==> src/rtl/rr_grant_encoder_pkg.sv <==
`default_nettype none
// ============================================================================
//  Module      : rr_grant_encoder_pkg
//  Description : Shared definitions for the round-robin grant encoder and its
//                bench. It holds the requester count, the index width, the FSM
//                state encodings, the grant counter width and a modulo-16
//                increment helper.
//  Revision    : 1.0  initial release
// ============================================================================
package rr_grant_encoder_pkg;

    localparam int N     = 16;   // requesters, one per decoder output
    localparam int W     = 4;    // log2(N), width of the granted index
    localparam int CNT_W = 8;    // grant-hold counter width (saturating)

    localparam logic [0:0] S_IDLE  = 1'b0;
    localparam logic [0:0] S_GRANT = 1'b1;

    // Index arithmetic is modulo N; a W-bit add wraps 15 -> 0 on its own.
    function automatic logic [W-1:0] idx_inc(input logic [W-1:0] v);
        return v + W'(1);
    endfunction

endpackage
`default_nettype wire

==> src/rtl/rr_grant_encoder_pick.sv <==
`default_nettype none
// ============================================================================
//  Module      : rr_pick
//  Description : Combinational round-robin pick. It rotates req right by ptr
//                and priority-encodes the lowest set bit. It then adds ptr back
//                modulo 16, so the search order is ptr, ptr+1, ... wrapping.
//  Ports       : req [15:0] in   request vector
//                ptr [3:0]  in   search start index
//                idx [3:0]  out  selected requester (valid when any=1)
//                any        out  at least one request is pending
//  Revision    : 1.0  initial release
// ============================================================================
module rr_pick
    import rr_grant_encoder_pkg::*;
(
    input  logic [N-1:0] req,
    input  logic [W-1:0] ptr,
    output logic [W-1:0] idx,
    output logic         any
);

    logic [N-1:0] w_rot;
    logic [W-1:0] w_enc;

    // w_rot[i] = req[(i + ptr) mod 16]; the W-bit add provides the wrap.
    for (genvar gi = 0; gi < N; gi++) begin : g_rot
        assign w_rot[gi] = req[W'(gi) + ptr];
    end

    // Lowest set bit of the rotated vector wins: scan high to low so the
    // last hit is the lowest index.
    always_comb begin
        w_enc = '0;
        for (int i = N - 1; i >= 0; i--) begin
            if (w_rot[i]) begin
                w_enc = W'(i);
            end
        end
    end

    assign idx = w_enc + ptr;
    assign any = |req;

endmodule
`default_nettype wire

==> src/rtl/rr_grant_encoder.sv <==
`default_nettype none
// ============================================================================
//  Module      : rr_grant_encoder
//  Description : Round-robin arbiter over 16 requesters. It drives the index and
//                enable of a downstream 4-to-16 decoder. A grant is held until
//                done, or until an optional timeout force-releases it.
//  Ports       : clk        in   clock, all state on posedge
//                rst        in   synchronous active-high reset
//                req [15:0] in   request vector
//                done       in   owner releases grant (GRANT state only)
//                w   [3:0]  out  granted index, registered
//                En         out  grant valid, registered
//                tmo        out  one-cycle pulse on timeout release
//  Revision    : 1.0  initial release
// ============================================================================
module rr_grant_encoder
    import rr_grant_encoder_pkg::*;
#(
    parameter int TIMEOUT = 0        // 0 = no timeout, else 1..255 cycles
)(
    input  logic         clk,
    input  logic         rst,
    input  logic [N-1:0] req,
    input  logic         done,
    output logic [W-1:0] w,
    output logic         En,
    output logic         tmo
);

    logic [0:0]       r_state, w_state_nxt;
    logic [W-1:0]     r_ptr,   w_ptr_nxt;
    logic [CNT_W-1:0] r_cnt,   w_cnt_nxt;
    logic [W-1:0]     r_w,     w_w_nxt;
    logic             r_en,    w_en_nxt;
    logic             r_tmo,   w_tmo_nxt;

    logic [W-1:0]     w_pick_idx;
    logic             w_pick_any;
    logic             w_tmo_hit;

    rr_pick u_pick (
        .req (req),
        .ptr (r_ptr),
        .idx (w_pick_idx),
        .any (w_pick_any)
    );

    // The timeout fires while the grant is in its last allowed cycle.
    if (TIMEOUT != 0) begin : g_tmo_on
        localparam logic [CNT_W-1:0] c_tmo_last = CNT_W'(TIMEOUT - 1);
        assign w_tmo_hit = (r_cnt == c_tmo_last);
    end else begin : g_tmo_off
        assign w_tmo_hit = 1'b0;
    end

    always_ff @(posedge clk) begin
        if (rst) begin
            r_state <= S_IDLE;
            r_ptr   <= '0;
            r_cnt   <= '0;
            r_w     <= '0;
            r_en    <= 1'b0;
            r_tmo   <= 1'b0;
        end else begin
            r_state <= w_state_nxt;
            r_ptr   <= w_ptr_nxt;
            r_cnt   <= w_cnt_nxt;
            r_w     <= w_w_nxt;
            r_en    <= w_en_nxt;
            r_tmo   <= w_tmo_nxt;
        end
    end

    always_comb begin
        w_state_nxt = r_state;
        w_ptr_nxt   = r_ptr;
        w_cnt_nxt   = r_cnt;
        w_w_nxt     = r_w;      // w keeps the last grant while En is low
        w_en_nxt    = r_en;
        w_tmo_nxt   = 1'b0;

        case (r_state)
            S_IDLE: begin
                // done is ignored here; only requests matter.
                w_en_nxt = 1'b0;
                if (w_pick_any) begin
                    w_w_nxt     = w_pick_idx;
                    w_en_nxt    = 1'b1;
                    w_cnt_nxt   = '0;
                    w_state_nxt = S_GRANT;
                end
            end
            S_GRANT: begin
                // req is ignored while a grant is held. done takes priority
                // over a coincident timeout, so tmo stays low in that case.
                if (done) begin
                    w_en_nxt    = 1'b0;
                    w_ptr_nxt   = idx_inc(r_w);
                    w_state_nxt = S_IDLE;
                end else if (w_tmo_hit) begin
                    w_en_nxt    = 1'b0;
                    w_tmo_nxt   = 1'b1;
                    w_ptr_nxt   = idx_inc(r_w);
                    w_state_nxt = S_IDLE;
                end else if (r_cnt != '1) begin
                    w_cnt_nxt = r_cnt + CNT_W'(1);
                end
            end
            default: begin
                w_state_nxt = S_IDLE;
                w_en_nxt    = 1'b0;
            end
        endcase
    end

    assign w   = r_w;
    assign En  = r_en;
    assign tmo = r_tmo;

endmodule
`default_nettype wire

==> config.mk <==
export PLATFORM = sky130hd
export DESIGN_NAME = rr_grant_encoder
export DESIGN_NICKNAME = d
export VERILOG_FILES = /design/src/rtl/rr_grant_encoder_pkg.sv /design/src/rtl/rr_grant_encoder_pick.sv /design/src/rtl/rr_grant_encoder.sv
export SDC_FILE = /design/constraint.sdc
export NUM_CORES = 1
export LEC_CHECK = 0
export CAP_MARGIN = 5
export CELL_PAD_IN_SITES_DETAIL_PLACEMENT = 1
export CELL_PAD_IN_SITES_GLOBAL_PLACEMENT = 2
export CORE_MARGIN = 1.5
export CORE_UTILIZATION = 32
export DETAILED_ROUTE_END_ITERATION = 8
export PLACE_DENSITY = 0.82
export SLEW_MARGIN = 20
export SYNTH_ARGS = -nofsm -noshare
export SYNTH_HDL_FRONTEND = slang
export SYNTH_SLANG_ARGS = --single-unit
==> constraint.sdc <==
create_clock -name clk -period 4.51 [get_ports clk]
set_input_delay 0.451 -clock clk [delete_from_list [all_inputs] [get_ports clk]]
set_output_delay 0.451 -clock clk [all_outputs]
set_load 0.05 [all_outputs]
==> impl_metrics.json <==
{
  "rsz0062_at_grt": "no",
  "highest_layer": "met4",
  "skew_ns": 0.002388,
  "cts_setup_buffers": 0,
  "synth.distinct_cells": 41,
  "syn_inst": 168,
  "ant_nets": 0,
  "finalSetupTns_ns": 0,
  "fp.dieH_um": 75.98,
  "dr.pass1.iters": 4,
  "synth_most_common_cell": "mux4_2",
  "dp_hpwl_mm": 3.958,
  "h-tree-depth": 1,
  "max-cap-violations": 0,
  "setup_violations": 0,
  "wirelength_mm": 4.806,
  "worstSetupPathType": "flop to flop",
  "rrSetupSlack_ns": 0.57,
  "seq_area_frac_synth_pct": 11.75,
  "wl_met3_um": 107,
  "r2r_cells": 14,
  "grt_overflow": 0,
  "synthTopCellsByArea": "mux4_2 32%, dfxtp_1 12%, ha_1 8.1%, mux2_2 6.6%, mux2i_1 5.3%",
  "vias": 1492,
  "routedWlPerCell_um": 18.56,
  "path_cells": "inv_1 -> ha_1 -> xnor2_1 -> mux4_2 -> nor2b_1 -> or4_1 -> o21ai_1 -> and2_1 -> ha_1 -> inv_1 -> fa_1 -> xnor2_1 -> mux2i_1 -> nor2_1",
  "crit_path_max_fanout": 8,
  "io_buffer_count": 23,
  "wl_met1_mm": 2.253,
  "r2r_start": "r_ptr[2]",
  "cts_hold_buf": 0,
  "dpl.cell_count": 255,
  "final_cells": 259,
  "die-area_um2": 5772,
  "cts_resized": 0,
  "cts.clk_slew.worst_paths_ns": 0.05,
  "drive_above_1_share_pct": 22.75,
  "n_fill_cell": 587,
  "cts_tree": "yes",
  "drc": 0,
  "arrival_ns": 4.06,
  "max_stage_delay_ns": 0.61,
  "gp_congestion": 0.8902,
  "die_w_um": 75.98,
  "power_uw": 604.3,
  "tightestPinTransition_ns": 0.5999,
  "rows": 26,
  "place_ws_ns": 0.5299,
  "async_reset_ff_share_pct": 0,
  "cp-start-kind": "flop",
  "slew_headroom_pct": 59.95,
  "grt_pass1_vias": 1573,
  "period_share_pct": 87.44,
  "finalNetCount": 221,
  "synth-seq-cells": 10,
  "hold_start": "En",
  "syn-num-nets": 199,
  "num_io_pins": 25,
  "root_buffer": "clkbuf_8",
  "cts.sinks": 10,
  "synth_top_cell_area_share_pct": 31.72,
  "yosysWarningCount": 0,
  "cts_buffers": 3,
  "outcome": "finished clean",
  "hold_viol": 0,
  "synth_common_cells": "24 x mux4_2, 15 x nor2_1, 14 x inv_1",
  "initial_core_util_pct": 33.37,
  "fmax_mhz": 253.6,
  "cp_data_required_time_ns": 4.62,
  "wl_met2_mm": 2.427,
  "drtIter0Drc": 51,
  "antenna_found_initial": 0,
  "synth_top_cell_by_area": "mux4_2",
  "vdd_drop_max_uv": 175.7,
  "hold_end": "En",
  "grt_start_max_net_pins": 24,
  "holdPathStages": 2,
  "synth_area_um2": 1704,
  "hold_path_class": "flop to flop",
  "grtUsageTotal_pct": 16.89,
  "antennaDiodeCount": 0,
  "clk_path_buf_depth": 2,
  "cp-end-kind": "flop",
  "clk_latency_ns": 0.23,
  "crit_slowest_cell": "mux4_2",
  "period_minus_slack_ns": 3.943,
  "finalWorstSetupSlack_ns": 0.5666,
  "vias_per_cell": 5.761,
  "synthFlopType": "dfxtp_1",
  "grt_pass1_wl_mm": 7.990,
  "avgSynthCellArea_um2": 10.14,
  "drv_slew": 0,
  "power_leakage_nw": 0.7498,
  "synth_edf_count": 0,
  "core_area_um2": 5107,
  "areaGrowthSynthToFinish_pct": 20.26,
  "timing.rr.end": "w[2]",
  "power_density_nw_per_um2": 294.9
}
[cell usage in the layout, fill, tap and decap left out, drive strengths merged, types with 4 or more instances in the layout]
cell type	netlist	layout
a211oi	4	4
a21boi	4	4
a21oi	6	6
clkbuf	5	4
clkdlybuf4s50	0	23
dfxtp	10	10
ha	11	11
inv	15	15
mux2	10	10
mux2i	9	9
mux4	24	24
nand2	6	6
nor2	15	15
nor2b	4	4
nor4	6	6
xnor2	9	9
xor2	4	4
[routing by layer]
layer  vias to the layer above  track usage (%)
li1                        684                -
met1                       778            22.99
met2                        26            30.36
met3                         4            1.677
met4                         0            1.111
met5                         -                0
[power breakdown]
part	total (mW)	internal (mW)	switching [mW]
registers	0.113	0.0983	0.0143
clock network	0.112	0.0767	0.0351
logic	0.380	0.178	0.202
total	0.604	0.353	0.252
[per-stage QoR]
| stage | hold WS (ns) | cell area [um^2] | util, % |
|---|---|---|---|
| after global placement | 0.4505 | 1994 | 39.05 |
| after CTS | 0.4881 | 2049 | 40.13 |
| after detailed placement | 0.4765 | 1994 | 39.05 |
| final | 0.4777 | 2049 | 40.13 |
| after floorplan | 0.4789 | 1704 | - |
| after global routing | 0.5378 | 2049 | 40.13 |
[worst max-delay path, delay by kind of cell, from the launching register on]
| kind | cells | cell delay [ns] |
|---|---|---|
| fa+ha+maj | 3 | 0.84 |
| simple gates | 4 | 0.77 |
| mux | 2 | 0.74 |
| flops | 1 | 0.57 |
| xor+xnor | 2 | 0.44 |
| buf+inv | 2 | 0.33 |
| compound gates | 1 | 0.14 |
[logic make-up (layout without fill, tap and decap cells)]
logic type | after synthesis | after routing | synth area share [%]
AOI/OAI and AO/OA | 24 | 24 | 10.35
xor gates and xnor gates | 13 | 13 | 6.681
adders and majority gates | 12 | 12 | 9.251
buffers and inverters | 23 | 44 | 5.800
DFF | 10 | 10 | 11.75
muxes | 43 | 43 | 43.61
other | 1 | 1 | 0.2201
and+or+nand+nor | 42 | 42 | 12.33
[registers in the layout, indices dropped and copies added, names as in the netlist]
signal / cells
r_ptr: 4
r_state: 1
w: 4
En: 1
[area by class of cell]
cell class / instances / area (um^2) / share of cell area, %
clock buffer: 4 / 55.05 / 2.686
inverter: 15 / 56.30 / 2.747
multi-input combinational: 135 / 1405 / 68.56
sequential: 10 / 200.2 / 9.768
tap: 70 / 87.58 / 4.273
timing repair buffer: 25 / 245.2 / 11.97
[worst max path at each step]
stage / startpoint / to / cells after the start
after floorplan: r_ptr[1] / w[3] / 14
after global placement: req[7] / w[2] / 13
after detailed placement: req[7] / w[2] / 13
after CTS: r_ptr[2] / w[2] / 14
after global routing: r_ptr[2] / w[2] / 14
final: r_ptr[2] / w[2] / 14
Power figures use the tool's default switching activity.
